### src/rtl/pmod_dac_rx.sv
// pmod_dac_rx: listening end of the PMOD DAC serial link.
// Oversamples CS_N/SCLK/DIN/LDAC_N on S_AXI_ACLK, deserializes MSB-first
// frames, reports good frames and the word transferred by LDAC_N.
module pmod_dac_rx #(
    parameter int FRAME_BITS = 16,
    parameter int CNT_WIDTH  = 16
) (
    input  logic                  S_AXI_ACLK,
    input  logic                  S_AXI_ARESETN,
    input  logic                  dac_cs_n,
    input  logic                  dac_sclk,
    input  logic                  dac_din,
    input  logic                  dac_ldac_n,
    input  logic                  err_clr,
    output logic [FRAME_BITS-1:0] frame_data,
    output logic                  frame_valid,
    output logic [FRAME_BITS-1:0] dac_value,
    output logic                  ldac_pulse,
    output logic                  frame_err,
    output logic [CNT_WIDTH-1:0]  frame_count,
    output logic                  busy
);

    // Bit counter must hold FRAME_BITS+1 so long frames stay distinguishable.
    localparam int BC_W = $clog2(FRAME_BITS + 2);
    localparam logic [BC_W-1:0] BITS_FULL = BC_W'(FRAME_BITS);
    localparam logic [BC_W-1:0] BITS_SAT  = BC_W'(FRAME_BITS + 1);

    // Link bit order inside the vectors: {ldac_n, din, sclk, cs_n}.
    // Reset value equals the idle link so leaving reset produces no edge.
    localparam logic [3:0] LINK_IDLE = 4'b1001;

    typedef enum logic {IDLE, SHIFT} state_t;

    logic [3:0]            link_in;
    logic [3:0]            sync1_reg;
    logic [3:0]            sync2_reg;
    logic [3:0]            hist_reg;
    logic                  cs_fall_reg;
    logic                  cs_rise_reg;
    logic                  sclk_rise_reg;
    logic                  ldac_fall_reg;
    logic                  din_reg;
    state_t                state_reg;
    state_t                state_next;
    logic [FRAME_BITS-1:0] shift_reg;
    logic [BC_W-1:0]       bit_cnt_reg;
    logic                  frame_done;
    logic                  frame_bad;

    assign link_in = {dac_ldac_n, dac_din, dac_sclk, dac_cs_n};
    assign busy    = (state_reg == SHIFT);

    // Two-flop synchronizer plus history flop for edge detection.
    always_ff @(posedge S_AXI_ACLK or negedge S_AXI_ARESETN) begin
        if (!S_AXI_ARESETN) begin
            sync1_reg <= LINK_IDLE;
            sync2_reg <= LINK_IDLE;
            hist_reg  <= LINK_IDLE;
        end else begin
            sync1_reg <= link_in;
            sync2_reg <= sync1_reg;
            hist_reg  <= sync2_reg;
        end
    end

    // Registered edge strobes; DIN is captured alongside so it lines up with the SCLK strobe.
    always_ff @(posedge S_AXI_ACLK or negedge S_AXI_ARESETN) begin
        if (!S_AXI_ARESETN) begin
            cs_fall_reg   <= 1'b0;
            cs_rise_reg   <= 1'b0;
            sclk_rise_reg <= 1'b0;
            ldac_fall_reg <= 1'b0;
            din_reg       <= 1'b0;
        end else begin
            cs_fall_reg   <= hist_reg[0] & ~sync2_reg[0];
            cs_rise_reg   <= ~hist_reg[0] & sync2_reg[0];
            sclk_rise_reg <= ~hist_reg[1] & sync2_reg[1];
            ldac_fall_reg <= hist_reg[3] & ~sync2_reg[3];
            din_reg       <= sync2_reg[2];
        end
    end

    // FSM state register.
    always_ff @(posedge S_AXI_ACLK or negedge S_AXI_ARESETN) begin
        if (!S_AXI_ARESETN) begin
            state_reg <= IDLE;
        end else begin
            state_reg <= state_next;
        end
    end

    // Next state and frame-close classification.
    always_comb begin
        state_next = state_reg;
        frame_done = 1'b0;
        frame_bad  = 1'b0;
        case (state_reg)
            IDLE: begin
                if (cs_fall_reg) begin
                    state_next = SHIFT;
                end
            end
            SHIFT: begin
                if (cs_rise_reg) begin
                    state_next = IDLE;
                    frame_done = (bit_cnt_reg == BITS_FULL);
                    frame_bad  = (bit_cnt_reg != BITS_FULL);
                end
            end
            default: state_next = IDLE;
        endcase
    end

    // Shift register and saturating bit counter; a CS_N rise outranks a coincident SCLK rise.
    always_ff @(posedge S_AXI_ACLK or negedge S_AXI_ARESETN) begin
        if (!S_AXI_ARESETN) begin
            shift_reg   <= '0;
            bit_cnt_reg <= '0;
        end else if (state_reg == IDLE) begin
            if (cs_fall_reg) begin
                shift_reg   <= '0;
                bit_cnt_reg <= '0;
            end
        end else if (sclk_rise_reg && !cs_rise_reg) begin
            shift_reg <= {shift_reg[FRAME_BITS-2:0], din_reg};
            if (bit_cnt_reg != BITS_SAT) begin
                bit_cnt_reg <= bit_cnt_reg + 1'b1;
            end
        end
    end

    // Frame results, LDAC transfer and the sticky error flag.
    always_ff @(posedge S_AXI_ACLK or negedge S_AXI_ARESETN) begin
        if (!S_AXI_ARESETN) begin
            frame_data  <= '0;
            frame_valid <= 1'b0;
            frame_count <= '0;
            dac_value   <= '0;
            ldac_pulse  <= 1'b0;
            frame_err   <= 1'b0;
        end else begin
            frame_valid <= frame_done;
            ldac_pulse  <= ldac_fall_reg;
            if (frame_done) begin
                frame_data  <= shift_reg;
                frame_count <= frame_count + CNT_WIDTH'(1);
            end
            if (ldac_fall_reg) begin
                dac_value <= frame_done ? shift_reg : frame_data;
            end
            if (frame_bad) begin
                frame_err <= 1'b1;
            end else if (err_clr) begin
                frame_err <= 1'b0;
            end
        end
    end

endmodule

### config.mk
export PLATFORM = sky130hd
export DESIGN_NAME = pmod_dac_rx
export DESIGN_NICKNAME = d
export VERILOG_FILES = /design/src/rtl/pmod_dac_rx.sv
export SDC_FILE = /design/constraint.sdc
export NUM_CORES = 1
export LEC_CHECK = 0
export ABC_AREA = 1
export CORE_ASPECT_RATIO = 1.4
export CORE_UTILIZATION = 57
export CTS_CLUSTER_SIZE = 30
export DETAILED_ROUTE_END_ITERATION = 6
export MAX_ROUTING_LAYER = met4
export PLACE_DENSITY_LB_ADDON = 0.1
export SLEW_MARGIN = 20
export SYNTH_ARGS = -nofsm -noshare
export SYNTH_HDL_FRONTEND = slang
export SYNTH_SLANG_ARGS = --single-unit
### constraint.sdc
create_clock -name S_AXI_ACLK -period 2.9 [get_ports S_AXI_ACLK]
set_input_delay 0.435 -clock S_AXI_ACLK [delete_from_list [all_inputs] [get_ports S_AXI_ACLK]]
set_output_delay 0.435 -clock S_AXI_ACLK [all_outputs]
set_load 0.02 [all_outputs]
==> results.sh <==
export IMPL_status="finished clean"
export IMPL_via_count=2538
export IMPL_postCtsHoldBufs=0
export IMPL_nNetsFinal=433
export IMPL_max_stage_delay_ps=670
export IMPL_synth_cell_types=26
export IMPL_crit_path_end_kind="output pin"
export IMPL_clk_pin_slew_ps=90
export IMPL_grtUsageTotal_pct=23.3
export IMPL_cts_root_buf="clkbuf_8"
export IMPL_fillers=461
export IMPL_vias_per_cell=5.11
export IMPL_grtUsageMet3_pct=3.47
export IMPL_synth_edf_count=0
export IMPL_fin_setup_tns_ps=0
export IMPL_rsz0062_at_grt="false"
export IMPL_synth_top_area_share_pct=58.4
export IMPL_fin_ws_ps=855
export IMPL_place_inst=481
export IMPL_ys_seq_area_share_pct=62.8
export IMPL_synth_ff_type="dfrtp_1"
export IMPL_core_region_area_um2=5950
export IMPL_area_delta_synth_final_pct=23.6
export IMPL_p_comb_share_pct=7.2
export IMPL_min_period_over_period_pct=70.5
export IMPL_ant_nets=0
export IMPL_grt_max_degree=47
export IMPL_yosysTopAreaCell="dfrtp_1"
export IMPL_worst_pin_slew_ps=930
export IMPL_stdcell_count=497
export IMPL_power_frac_clock_pct=36.5
export IMPL_r2r_end="dac_value[1]$_DFFE_PN0P_"
export IMPL_synth_seq_cells=89
export IMPL_p_leak_nw=1.97
export IMPL_routabilityCongestion=0.852
export IMPL_cts_max_path_buffers=2
export IMPL_r2r_start="bit_cnt_reg[0]$_DFFE_PN0P_"
export IMPL_max_freq_mhz=489
export IMPL_rows=33
export IMPL_cts_tree="done"
export IMPL_clock_skew_ps=9.42
export IMPL_wl_per_cell_um=13.3
export IMPL_synthCells=362
export IMPL_r2r_slack_ps=950
export IMPL_fin_util_pct=73.9
export IMPL_cp_slowest_cell="clkdlybuf4s50_1"
export IMPL_ys_warn_count=0
export IMPL_busiest_layer="met2"
export IMPL_cts_htree_levels=3
export IMPL_grt_pass1_wl_mm=10.9
export IMPL_cp_buffers_inverters=2
export IMPL_synthesis_nets=373
export IMPL_hold_slack_ps=59.1
export IMPL_maxCapViolations=0
export IMPL_io_pins=59
export IMPL_die_area_um2=6560
export IMPL_cts_repair_resized=0
export IMPL_finalMaxSlewViolations=0
export IMPL_pre_cts_slack_ps=1020
export IMPL_yosys_top_cells_area="dfrtp_1 (58%), nand2_1 (8.2%), inv_1 (5.8%)"
export IMPL_start_util_pct=59.8
export IMPL_layout_drive_gt1_share_pct=9.60
export IMPL_p_int_mw=1.76
export IMPL_critical_path_top_delay_family="buffers and inverters"
export IMPL_grt_pass1_vias=2415
export IMPL_grt_overflow_total=0
export IMPL_final_min_clock_period_ps=2050
export IMPL_slew_headroom_pct=38.0
export IMPL_wl_mm=6.60
export IMPL_startpoint_type="flop"
export IMPL_numPortBuffers=58
export IMPL_crit_chain="buf_4, clkdlybuf4s50_1"
export IMPL_path_max_fanout=25
export IMPL_async_flop_share_pct=100
export IMPL_n_antenna_cell=0
export IMPL_netSwitchingFraction_pct=24.8
export IMPL_hold_viol_final=0
export IMPL_required_ps=2470
export IMPL_synthTopCellsByCount="dfrtp_1 (83), nand2_1 (78), inv_1 (55)"
export IMPL_setup_viol=0
export IMPL_cts_made_buffers=9
export IMPL_die_h_um=95.5
export IMPL_powerDensity_nw_per_um2=532
export IMPL_antenna_found_initial=0
export IMPL_drt_iter0_drc=122
export IMPL_clk_latency_ps=350
export IMPL_post_cts_buffers=0
export IMPL_synthMostInstantiatedCell="dfrtp_1"
export IMPL_fin_area_um2=4400
export IMPL_firstDrtPassIters=5
export IMPL_placed_area_um2=4190
export IMPL_vdd_drop_max_mv=0.408
export IMPL_syn_avg_cell_area_um2=9.82
export IMPL_hpwlAfterDp_mm=4.52
export IMPL_hp_class="in -> async"
export IMPL_seqPwrFrac_pct=56.3
export IMPL_mappedNetlistArea_um2=3560
export IMPL_gr_usage_met1_pct=30.0
export IMPL_met2_usage_pct=35.5
export IMPL_switchingPower_uw=579
export IMPL_drc=0
export IMPL_crit_arrival_ps=1610
export IMPL_die_w_um=68.8
export IMPL_total_power_mw=2.34
export IMPL_cts_sinks=89
export IMPL_ff2ff_path_depth=10
export IMPL_critical_path_class="reg -> out"
==> power groups by stage <==
| stage | registers (mW) | logic, mW | clock network [mW] |
|---|---|---|---|
| finish | 1.32 | 0.168 | 0.854 |
| floorplan | 1.34 | 0.0966 | 0 |
| global placement | 1.34 | 0.166 | 0 |
| detailed placement | 1.34 | 0.170 | 0 |
| global route | 1.33 | 0.193 | 0.917 |
| CTS | 1.32 | 0.171 | 0.870 |
==> worst register-to-register path, stage by stage (launching register included) <==
cell	delay, ps
dfrtp_1	420
inv_1	100
ha_1	200
nand2_1	80
inv_1	50
nand3_2	190
buf_4	370
nand2_1	130
o21ai_1	150
nand2_1	80
o21ai_0	110
==> how the worst max path moves through the flow <==
stage,slack (ps),from,cells after the start,endpoint
floorplan,1440,bit_cnt_reg[0]$_DFFE_PN0P_,11,frame_count[14]$_DFFE_PN0P_
global placement,1080,bit_cnt_reg[0]$_DFFE_PN0P_,9,dac_value[2]$_DFFE_PN0P_
detailed placement,1020,bit_cnt_reg[0]$_DFFE_PN0P_,10,dac_value[10]$_DFFE_PN0P_
CTS,840,busy$_DFF_PN0_,2,busy
global route,800,bit_cnt_reg[0]$_DFFE_PN0P_,10,dac_value[0]$_DFFE_PN0P_
finish,850,busy$_DFF_PN0_,2,busy
==> logic make-up after synthesis <==
| group | after synthesis | share of synthesized area (%) |
|---|---|---|
| flip-flops | 89 | 62.8 |
| AO/OA/AOI/OAI | 58 | 8.90 |
| XOR/XNOR | 11 | 2.71 |
| AND/OR/NAND/NOR | 131 | 16.1 |
| buffers and inverters | 69 | 8.06 |
| adder cells (fa/ha/maj) | 4 | 1.41 |
==> layout make-up <==
cell class                 instances  area [µm²]  share of cell area, %
sequential                        89        2230                   50.8
multi-input combinational        204        1040                   23.6
timing repair buffer              62         621                   14.1
inverter                          56         210                   4.78
clock buffer                      10         138                   3.13
tap                               70        87.6                   1.99
clock inverter                     6        66.3                   1.51
==> layout by cell type, fill, tap and decap left out <==
cell type        netlist  final
dfrtp_1               83     83
nand2_1               78     78
clkdlybuf4s50_1        0     57
inv_1                 55     55
o21ai_0               32     32
nand3_1               27     26
o21ai_1               18     18
nor2_1                11     11
clkbuf_8               0     10
xnor2_1                8      8
o21ai_2                6      6
nand4_1                6      6
dfstp_2                6      6
ha_1                   4      4
buf_4                  1      4
nor2_2                 3      3
xor2_1                 3      3
nor2_4                 2      2
nor3_1                 2      2
clkinv_2               0      2
clkinv_4               0      2
nand3_2                0      1
inv_2                  1      1
nand3b_1               1      1
o22ai_1                1      1
o21bai_1               1      1
or2_2                  1      1
bufinv_16              0      1
inv_6                  0      1
buf_12                 0      1
==> per-layer routing <==
layer | part of all wire (%) | vias to the layer above
li1 | - | 1252
met1 | 45 | 1217
met2 | 49 | 57
met3 | 3.6 | 12
met4 | 2.3 | 0
met5 | 0 | -
(Power assumes the default switching activity.)
